$ cat src/rtl/bus_host_arbiter.sv
// +------------------------------------------------------------------------+
// | bus_host_arbiter: round-robin share of one req/gnt/rvalid device port  |
// | Rev 1.0 - initial release                                              |
// +------------------------------------------------------------------------+
`default_nettype none

module bus_host_arbiter #(
  parameter int NrHosts        = 2,
  parameter int AW             = 32,
  parameter int DW             = 32,
  parameter int MaxOutstanding = 2
) (
  input  logic                                clk_i,
  input  logic                                rst_i,
  input  logic                                host_req_i    [NrHosts],
  output logic                                host_gnt_o    [NrHosts],
  input  logic [AW-1:0]                       host_addr_i   [NrHosts],
  input  logic                                host_we_i     [NrHosts],
  input  logic [DW/8-1:0]                     host_be_i     [NrHosts],
  input  logic [DW-1:0]                       host_wdata_i  [NrHosts],
  output logic                                host_rvalid_o [NrHosts],
  output logic [DW-1:0]                       host_rdata_o  [NrHosts],
  output logic                                host_err_o    [NrHosts],
  output logic                                dev_req_o,
  input  logic                                dev_gnt_i,
  output logic [AW-1:0]                       dev_addr_o,
  output logic                                dev_we_o,
  output logic [DW/8-1:0]                     dev_be_o,
  output logic [DW-1:0]                       dev_wdata_o,
  input  logic                                dev_rvalid_i,
  input  logic [DW-1:0]                       dev_rdata_i,
  input  logic                                dev_err_i,
  output logic                                resp_unexpected_o,
  output logic [$clog2(MaxOutstanding+1)-1:0] outstanding_o
);

  localparam int IDW = (NrHosts > 1) ? $clog2(NrHosts) : 1;
  localparam int PW  = (MaxOutstanding > 1) ? $clog2(MaxOutstanding) : 1;
  localparam int CW  = $clog2(MaxOutstanding + 1);

  localparam logic [0:0] ST_IDLE   = 1'b0;
  localparam logic [0:0] ST_LOCKED = 1'b1;

  logic [0:0]     state_q, state_d;
  logic [IDW-1:0] lock_id_q, lock_id_d;
  logic [IDW-1:0] rr_ptr_q;
  logic [IDW-1:0] sel;
  int             scan_idx;
  logic           full, grant, pop;

  logic [IDW-1:0] id_fifo [MaxOutstanding];
  logic [PW-1:0]  wptr_q, rptr_q;
  logic [CW-1:0]  count_q;
  logic [IDW-1:0] head;
  logic           unexpected_q;

  function automatic logic [PW-1:0] ptr_inc(input logic [PW-1:0] p);
    return (p == PW'(MaxOutstanding - 1)) ? '0 : p + 1'b1;
  endfunction

  // Lock state register
  always_ff @(posedge clk_i or posedge rst_i) begin
    if (rst_i) begin
      state_q   <= ST_IDLE;
      lock_id_q <= '0;
    end else begin
      state_q   <= state_d;
      lock_id_q <= lock_id_d;
    end
  end

  // A stalled request keeps its host until granted, or until that host withdraws
  always_comb begin
    state_d   = state_q;
    lock_id_d = lock_id_q;
    if (grant) begin
      state_d = ST_IDLE;
    end else if (dev_req_o) begin
      state_d   = ST_LOCKED;
      lock_id_d = sel;
    end else if (state_q == ST_LOCKED && !host_req_i[lock_id_q]) begin
      state_d = ST_IDLE;
    end
  end

  // Selection, device request and grant fan-out
  always_comb begin
    sel      = rr_ptr_q;
    scan_idx = 0;
    if (state_q == ST_LOCKED) begin
      sel = lock_id_q;
    end else begin
      for (int i = NrHosts - 1; i >= 0; i--) begin
        scan_idx = int'(rr_ptr_q) + i;
        if (scan_idx >= NrHosts) scan_idx = scan_idx - NrHosts;
        if (host_req_i[IDW'(scan_idx)]) sel = IDW'(scan_idx);
      end
    end
    // Full deliberately ignores a same-cycle pop to keep rvalid off the req path
    dev_req_o = host_req_i[sel] & ~full & ~rst_i;
    grant     = dev_req_o & dev_gnt_i;
    for (int i = 0; i < NrHosts; i++) begin
      host_gnt_o[i] = grant && (sel == IDW'(i));
    end
  end

  assign dev_addr_o  = host_addr_i[sel];
  assign dev_we_o    = host_we_i[sel];
  assign dev_be_o    = host_be_i[sel];
  assign dev_wdata_o = host_wdata_i[sel];

  assign full = (count_q == CW'(MaxOutstanding));
  assign pop  = dev_rvalid_i & (count_q != '0);
  assign head = id_fifo[rptr_q];

  always_comb begin
    for (int i = 0; i < NrHosts; i++) begin
      host_rvalid_o[i] = pop && (head == IDW'(i));
      host_err_o[i]    = pop && (head == IDW'(i)) && dev_err_i;
      host_rdata_o[i]  = dev_rdata_i;
    end
  end

  always_ff @(posedge clk_i or posedge rst_i) begin
    if (rst_i) begin
      rr_ptr_q     <= '0;
      wptr_q       <= '0;
      rptr_q       <= '0;
      count_q      <= '0;
      unexpected_q <= 1'b0;
    end else begin
      if (grant) begin
        rr_ptr_q <= (sel == IDW'(NrHosts - 1)) ? '0 : sel + 1'b1;
        wptr_q   <= ptr_inc(wptr_q);
      end
      if (pop) rptr_q <= ptr_inc(rptr_q);
      if (grant && !pop) count_q <= count_q + CW'(1);
      else if (!grant && pop) count_q <= count_q - CW'(1);
      if (dev_rvalid_i && count_q == '0) unexpected_q <= 1'b1;
    end
  end

  always_ff @(posedge clk_i) begin
    if (grant) id_fifo[wptr_q] <= sel;
  end

  assign resp_unexpected_o = unexpected_q;
  assign outstanding_o     = count_q;

endmodule

`default_nettype wire

$ cat config.mk
export PLATFORM = sky130hd
export DESIGN_NAME = bus_host_arbiter
export DESIGN_NICKNAME = d
export VERILOG_FILES = /design/src/rtl/bus_host_arbiter.sv
export SDC_FILE = /design/constraint.sdc
export NUM_CORES = 1
export LEC_CHECK = 0
export ABC_AREA = 1
export BUFFER_PORTS_ARGS = -buffer_cell sky130_fd_sc_hd__buf_4
export CORE_AREA = 2 2 122 124
export CTS_BUF_LIST = sky130_fd_sc_hd__clkbuf_4 sky130_fd_sc_hd__clkbuf_8
export CTS_CLUSTER_DIAMETER = 40
export DETAILED_ROUTE_END_ITERATION = 8
export DIE_AREA = 0 0 124 126
export GPL_TIMING_DRIVEN = 0
export SYNTH_ARGS = -nofsm -noshare
export SYNTH_HDL_FRONTEND = slang
export SYNTH_SLANG_ARGS = --single-unit
$ cat constraint.sdc
create_clock -name clk_i -period 1.46 [get_ports clk_i]
set_input_delay 0.438 -clock clk_i [delete_from_list [all_inputs] [get_ports clk_i]]
set_output_delay 0.438 -clock clk_i [all_outputs]
set_load 0.05 [all_outputs]
==> results of run 1 <==
## synthesized netlist by cell type, types with 2 or more instances
library cell | number | area share, %
nand3_1 | 5 | 1.3
nor3_1 | 2 | 0.52
o21ai_0 | 3 | 0.78
nand2_1 | 217 | 42
nor2_1 | 4 | 0.78
buf_2 | 14 | 3.7
edfxtp_1 | 2 | 3.1
dfrtp_1 | 8 | 10
inv_1 | 15 | 2.9
buf_4 | 64 | 25
xor2_1 | 2 | 0.91
nand2_2 | 5 | 1.6
## metal layers
layer | up-vias | wire length [um]
met4 | 0 | 52
met1 | 1578 | 4216
met3 | 5 | 1050
met5 | - | 0
li1 | 1656 | -
met2 | 160 | 7020
## how the worst max path moves through the flow
| stage | from | endpoint |
|---|---|---|
| CTS | rr_ptr_q | host_gnt_o[1] |
| floorplan | outstanding_o[0] | host_gnt_o[1] |
| finish | lock_id_q | dev_addr_o[0] |
| detailed placement | state_q | dev_addr_o[17] |
| global route | state_q | host_gnt_o[1] |
| global placement | state_q | dev_addr_o[17] |
## registers in the layout (all words and copies together), names as in the netlist
signal / count
state_q: 1
id_fifo: 2
resp_unexpected_o: 1
lock_id_q: 1
rptr_q: 1
wptr_q: 1
rr_ptr_q: 1
outstanding_o: 2
## power groups by stage
stage / clock [mW] / combinational [mW] / sequential, mW
global route: 0.342 / 16.9 / 0.576
detailed placement: 0 / 10.8 / 0.512
global placement: 0 / 10.8 / 0.511
CTS: 0.325 / 13.8 / 0.534
floorplan: 0 / 7.74 / 0.599
finish: 0.313 / 16.1 / 0.559
## through the flow
step	std cells	hold WS [ps]	setup TNS [ps]	setup WS, ps
final	863	191.6	-35990	-517.8
after global routing	863	209.8	-40520	-593.0
after CTS	848	189.4	-35950	-530.9
after detailed placement	826	444.3	-36890	-610.8
after global placement	826	437.5	-35900	-601.2
after floorplan	355	253.5	-8504	-572.3
## area by class of cell
| cell class | instances | area, um2 | share of cell area, % |
|---|---|---|---|
| inverters | 16 | 76.32 | 1.124 |
| multi-input cells | 254 | 2354 | 34.67 |
| flip-flops and latches | 10 | 266.5 | 3.926 |
| well taps | 184 | 230.2 | 3.391 |
| plain buffers | 78 | 705.7 | 10.39 |
| repair buffers | 317 | 3108 | 45.78 |
| clock buffers | 4 | 48.80 | 0.7188 |
## worst max-delay path: cells and delay by family, from the launching register on
kind	cells	cell delay [ps]
AND/OR/NAND/NOR	4	350
flip-flops	1	450
buffers and inverters	3	490
## cell families (layout without fill, tap and decap cells)
family | Yosys count | after routing | synth area share, %
flops | 10 | 10 | 13.56
buf+inv | 94 | 415 | 31.81
fa+ha+maj | 1 | 1 | 0.6518
compound gates | 7 | 7 | 2.607
xor+xnor | 3 | 3 | 1.369
simple gates | 240 | 243 | 50.00
## timing repair
item,CTS,global route
hold buffers,0,0
endpoints found under the setup margin,79,81
resized for setup,212,176
pin swaps,6,14
buffers inserted,11,10
gates cloned,7,6
==> flow_summary.ini, run 1 <==
[critical_path]
r2r_cells = 11
r2r_end = outstanding_o[1]
cp-end-kind = output pin
r2r-start = rr_ptr_q
crit_chain = buf_12 -> nand2_8 -> nand2_8 -> clkbuf_16 -> nand2_4 -> nand2_4 -> buf_8
slowest_delay_ps = 450
worstPathRequired_ps = 1020
slowest_stage = dfrtp_2
worst-setup-path-type = flop to output pin
ff2ff_setup_slack_ps = -420
worstSetupStartpointType = flop
path_max_fanout = 6
crit_arrival_ps = 1540

[final_layout]
fin_nets = 858
final_common_cell = buf_4
fill_cells = 1363
area_growth_pct = 253.7
final_area_um2 = 6789
utilization_pct = 47.43
final_cell_mix = buf_4 (285), nand2_4 (125), buf_8 (59)
drive_gt1_share_pct = 90.13
antenna_cells = 0

[power_and_ir_drop]
swShare_pct = 56.74
peakVddDrop_uv = 1402
p_int_mw = 7.352
p_total_mw = 17.00
power.share.clock_pct = 1.8
p_comb_share_pct = 94.9
power.density_nw_per_um2 = 2504
power.switching_mw = 9.645
power_leakage_nw = 3.620
seq_power_share_pct = 3.3

[timing]
max_freq_mhz = 505.6
skew_ps = 0.9999
worst_slack_ps = -517.8
rsz0062_at_grt = true
finalHoldViolCount = 0
tightestPinTransition_ps = 350.2
setup_violations = 80
period_minus_slack_ps = 1978
relSlewSlack_pct = 76.63
slew_violations = 0
period_share_pct = 135.5

[route]
firstDrtPassIters = 4
drt_iter0_drc = 76
via_per_inst = 3.939
wirelength_um = 12340
ant_nets = 0
wire_per_inst_um = 14.30
vias = 3399
drc = 0

[global_route]
met1_usage_pct = 14.49
grt_max_degree = 12
gr-usage-met3_pct = 2.536
grt_usage_pct = 13.24
antenna_found_initial = 0
grt_pass1_vias = 3216
grt_util_met2_pct = 26.41
grt_busiest_layer = met2
grt_pass1_wl_um = 16100
grt_overflow = 0

[run_status]
violations = setup timing
outcome = finished, violations left

[synthesis]
synth.distinct_cells = 26
ys_seq_area_share_pct = 13.56
synth_fp_nets = 533
synthCells = 355
synth_ff_type = dfrtp_1
synth_edf_count = 2
synth_warnings = 0
async_flop_share_pct = 80.00
syn_avg_cell_area_um2 = 5.407
synth_area_um2 = 1919
synth-seq-cells = 10

[floorplanning]
core_um2 = 14310
die_h_um = 126
start_util_pct = 13.41
io_pins = 320
rows = 44
die_w_um = 124
die-area_um2 = 15620

[cts]
cts.sinks = 10
htree_levels = 1
clk_pin_slew_worst_paths_ps = 50
cts_tree = done
cts_buffers = 3
root_buffer = clkbuf_8
worst_skew_pair.late_latency_ps = 230
cts.path.max_buffers = 2

[placed_design]
dpl_cell_area_um2 = 4871
gp_congestion = 0.7539
hpwl_um = 8959
port_buffers = 287

[job]
drv_cap = 0

[worst_hold_path]
hold_path_class = primary input to asynchronous set/reset pin
(Power assumes the default switching activity.)
==> run 2: changes to the inputs <==
--- a/config.mk
+++ b/config.mk
@@ -13,6 +13,7 @@
 export DETAILED_ROUTE_END_ITERATION = 8
 export DIE_AREA = 0 0 124 126
 export GPL_TIMING_DRIVEN = 0
+export SKIP_CTS_REPAIR_TIMING = 1
 export SYNTH_ARGS = -nofsm -noshare
 export SYNTH_HDL_FRONTEND = slang
 export SYNTH_SLANG_ARGS = --single-unit
==> run 2 against run 1 <==
  * The run still ends with setup timing left
  * Utilization shrank 7.8 points
  * Final area fell by 16%
  * Global-route usage fell by 1.7 points
  * Power fell by 18%
  * Register-to-register slack about the same
  * Sequential share of layout area rose by 0.75 points
  * Hold slack lost 13 ps
  * Flip-flop and latch count is the same
  * Non-clock buffer count down 19
  * Via count is 6.5% lower
==> flow_summary.ini, run 2 (synthesis gave the netlist of run 1 again) <==
[critical_path]
path_max_fanout = 4
cp-end-kind = output pin
critPathMostFrequentCell = nand3_4
worstPathRequired_ps = 1020
worst-setup-path-type = flop to output pin
crit_chain = inv_4 -> nand2_4 -> nand3_4 -> nand2_2 -> nor2_4 -> nand3_4 -> clkinvlp_4 -> buf_8
slowest_delay_ps = 450
r2r_cells = 10
crit_arrival_ps = 1530
worstSetupStartpointType = flop
slowest_stage = dfrtp_2

[timing]
skew_ps = 2.037
worst_slack_ps = -505.3
finalHoldViolCount = 0
setup_tns_ps = -34660
relSlewSlack_pct = 77.80
setup_violations = 80
period_share_pct = 134.6
tightestPinTransition_ps = 331.8
period_minus_slack_ps = 1965
max_freq_mhz = 508.8
rsz0062_at_grt = true
slew_violations = 0

[cts]
clk_pin_slew_worst_paths_ps = 50
root_buffer = clkbuf_8
cts.path.max_buffers = 2
cts_buffers = 3
worst_skew_pair.late_latency_ps = 230
cts.sinks = 10
htree_levels = 1
cts_tree = done

[placed_design]
hpwl_um = 8959
dp.cells = 826
port_buffers = 287
gp_congestion = 0.7539
pre_cts_ws_ps = -610.8

[run_status]
violations = setup timing
outcome = finished, violations left

[final_layout]
area_growth_pct = 195.6
antenna_cells = 0
fill_cells = 1444
drive_gt1_share_pct = 73.90
final_cell_mix = buf_4 (286), nand2_1 (143), nand2_4 (74)
multiInputGateArea_um2 = 1732
final_common_cell = buf_4
register_area_um2 = 265.3
final_cells = 843
fin_nets = 838

[floorplanning]
die_w_um = 124
die-area_um2 = 15620
io_pins = 320
core_um2 = 14310
start_util_pct = 13.41
rows = 44
die_h_um = 126

[route]
via_per_inst = 3.771
wirelength_um = 10880
vias = 3179
wire_per_inst_um = 12.91
drc = 0
drt_iter0_drc = 58
ant_nets = 0
firstDrtPassIters = 4

[global_route]
antenna_found_initial = 0
grt_pass1_vias = 2868
grt_usage_pct = 11.56
grt_max_degree = 12
grt_pass1_wl_um = 14160
grt_overflow = 0

[power_and_ir_drop]
peakVddDrop_uv = 1203
power_leakage_nw = 3.056
power.density_nw_per_um2 = 2467
p_total_mw = 13.99

[job]
drv_cap = 0

[worst_hold_path]
hold_path_class = primary input to asynchronous set/reset pin
-- run 2: where the power goes --
part | leakage [nW] | switching, mW | internal [mW]
combinational | 2.92 | 8.19 | 4.95
clock | 0.0262 | 0.104 | 0.209
sequential | 0.108 | 0.132 | 0.411
-- run 2: worst paths after layout --
path | start | endpoint | slack (ps)
setup reg to reg | state_q | outstanding_o[1] | -410
hold / removal | rst_i | resp_unexpected_o | 180
setup / recovery | state_q | host_gnt_o[1] | -510
hold reg to reg | resp_unexpected_o | resp_unexpected_o | 470
max in group asynchronous | rst_i | state_q | 1020
min in group clk_i | resp_unexpected_o | resp_unexpected_o | 470
-- run 2: final cells by class --
class / count / share of cell area [%]
timing repair buffer: 298 / 47.04
tap: 184 / 4.058
clock buffer: 4 / 0.8602
inverter: 16 / 1.169
sequential: 10 / 4.676
multi-input combinational: 253 / 30.52
buffer: 78 / 11.67
-- run 2: metal layers --
metal / vias up / share of wire, % / global-route usage [%]
met5: - / 0 / 0
li1: 1612 / - / -
met3: 5 / 10 / 2.355
met4: 0 / 0.49 / 1.586
met1: 1399 / 35 / 13.07
met2: 163 / 54 / 22.37
-- run 2: critical path, delay by kind of cell, from the launching register on --
family        cells  cell delay, ps
flops             1             450
simple gates      5             510
buf+inv           3             320
-- run 2: per-stage QoR --
stage	util (%)	hold slack, ps	instance area, um2
2_1_floorplan	-	253.5	2486
3_3_place_gp	34.03	437.5	4871
3_5_place_dp	34.03	444.3	4871
4_1_cts	34.37	189.5	4920
5_1_grt	39.63	199.3	5673
6_report	39.63	179.1	5673
==> run 3: changes to the inputs <==
--- a/config.mk
+++ b/config.mk
@@ -6,12 +6,12 @@
 export NUM_CORES = 1
 export LEC_CHECK = 0
 export ABC_AREA = 1
-export BUFFER_PORTS_ARGS = -buffer_cell sky130_fd_sc_hd__buf_4
-export CORE_AREA = 2 2 122 124
+export CORE_AREA = 2 2 123 125
 export CTS_BUF_LIST = sky130_fd_sc_hd__clkbuf_4 sky130_fd_sc_hd__clkbuf_8
 export CTS_CLUSTER_DIAMETER = 40
 export DETAILED_ROUTE_END_ITERATION = 8
-export DIE_AREA = 0 0 124 126
+export DIE_AREA = 0 0 125 127
+export DONT_BUFFER_PORTS = 1
 export GPL_TIMING_DRIVEN = 0
 export SKIP_CTS_REPAIR_TIMING = 1
 export SYNTH_ARGS = -nofsm -noshare
==> run 3 against run 2 <==
  * The run still ends with setup timing left
  * Cell count down 31%
  * Flip-flop and latch count unchanged
  * Utilization down 6.7 points
  * First-iteration DRC count up 17%
  * Fmax down 18%
  * Wire length down 14%
  * Final area down 16%
  * Critical endpoint unchanged
==> flow_summary.ini, run 3 (synthesis gave the netlist of run 1 again) <==
[critical_path]
crit_chain = inv_4 -> a21oi_4 -> nand2_2 -> nor2_4 -> nand3_2 -> clkinvlp_4
path_max_fanout = 4
r2r_end = outstanding_o[1]
slowest_delay_ps = 560
worst-setup-path-type = flop to output pin
ff2ff_setup_slack_ps = -530
worstPathRequired_ps = 1020
r2r-start = outstanding_o[0]
cp-end-kind = output pin
worstSetupStartpointType = flop
r2r_cells = 10
cp.depth = 6
worst-path-buf-inv = 2
crit_arrival_ps = 1950
slowest_stage = dfrtp_4
crit_family = simple AND/OR/NAND/NOR gates

[placed_design]
port_buffers = 0
hpwl_um = 6736
dp.cells = 539
gp_congestion = 0.7410

[final_layout]
drive_gt1_share_pct = 78.45
fin_nets = 578
area_growth_pct = 147.7
fill_cells = 1416
antenna_cells = 0
final_cells = 583
final_common_cell = nand2_8
final_cell_mix = nand2_8 (85), buf_4 (82), nand2_1 (58)

[floorplanning]
die_h_um = 127
core_um2 = 14420
start_util_pct = 13.31
die_w_um = 125
die-area_um2 = 15880
io_pins = 320
rows = 44

[global_route]
grt_usage_pct = 8.105
grt_max_degree = 12
grt_overflow = 0
grt_pass1_vias = 1858
antenna_found_initial = 0
grt_pass1_wl_um = 10160

[timing]
worst_slack_ps = -926.8
slew_violations = 0
tightestPinTransition_ps = 553.4
max_freq_mhz = 419.0
finalHoldViolCount = 0
period_share_pct = 163.5
skew_ps = 6.131
setup_violations = 83
relSlewSlack_pct = 62.99
rsz0062_at_grt = true
period_minus_slack_ps = 2387

[route]
drt_iter0_drc = 68
ant_nets = 0
firstDrtPassIters = 4
drc = 0
via_per_inst = 4.005
vias = 2335
wirelength_um = 9366
wire_per_inst_um = 16.07

[cts]
root_buffer = clkbuf_8
cts.path.max_buffers = 2
cts_buffers = 3
cts_tree = done
clk_pin_slew_worst_paths_ps = 50
worst_skew_pair.late_latency_ps = 240
htree_levels = 1
cts.sinks = 10

[run_status]
outcome = finished, violations left
violations = setup timing

[worst_hold_path]
hold_path_class = primary input to asynchronous set/reset pin

[job]
drv_cap = 0
run 3: worst max path at each step:
| stage | startpoint | end |
|---|---|---|
| finish | outstanding_o[0] | host_gnt_o[1] |
| global route | outstanding_o[0] | host_gnt_o[1] |
| CTS | outstanding_o[0] | host_gnt_o[1] |
| detailed placement | outstanding_o[0] | host_gnt_o[1] |
| global placement | outstanding_o[0] | host_gnt_o[1] |
| floorplan | outstanding_o[0] | host_gnt_o[1] |
run 3: metal layers:
layer / global-route usage [%] / routed length, um / vias to the layer above
met2: 15.06 / 5168 / 167
met5: 0 / 0 / -
met1: 9.334 / 3287 / 1067
met3: 1.717 / 842 / 6
met4: 2.418 / 67 / 0
li1: - / - / 1095
run 3: metrics by stage:
step	setup TNS [ps]	instance area (um2)	setup slack [ps]	utilization (%)	hold WS, ps
6_report	-42650	4753	-926.8	32.95	28.64
5_1_grt	-47500	4753	-999.1	32.95	64.98
4_1_cts	-52230	2765	-1005	19.17	39.18
3_5_place_dp	-32010	2716	-733.9	18.83	298.2
3_3_place_gp	-32170	2716	-729.2	18.83	293.8
2_1_floorplan	-8504	2486	-572.3	-	253.5
run 3: cell type report:
type                       count  area [um2]  area share [%]
tap                          184       230.2           4.843
multi-input combinational    252        2955           62.17
clock buffer                   4       48.80           1.027
sequential                    10       267.8           5.633
buffer                        78       688.2           14.48
timing repair buffer          39       496.7           10.45
inverter                      16       66.31           1.395
Power of run 3 is not shown: default switching activity piles up to over one toggle a cycle in this logic, so the estimate is an artifact.
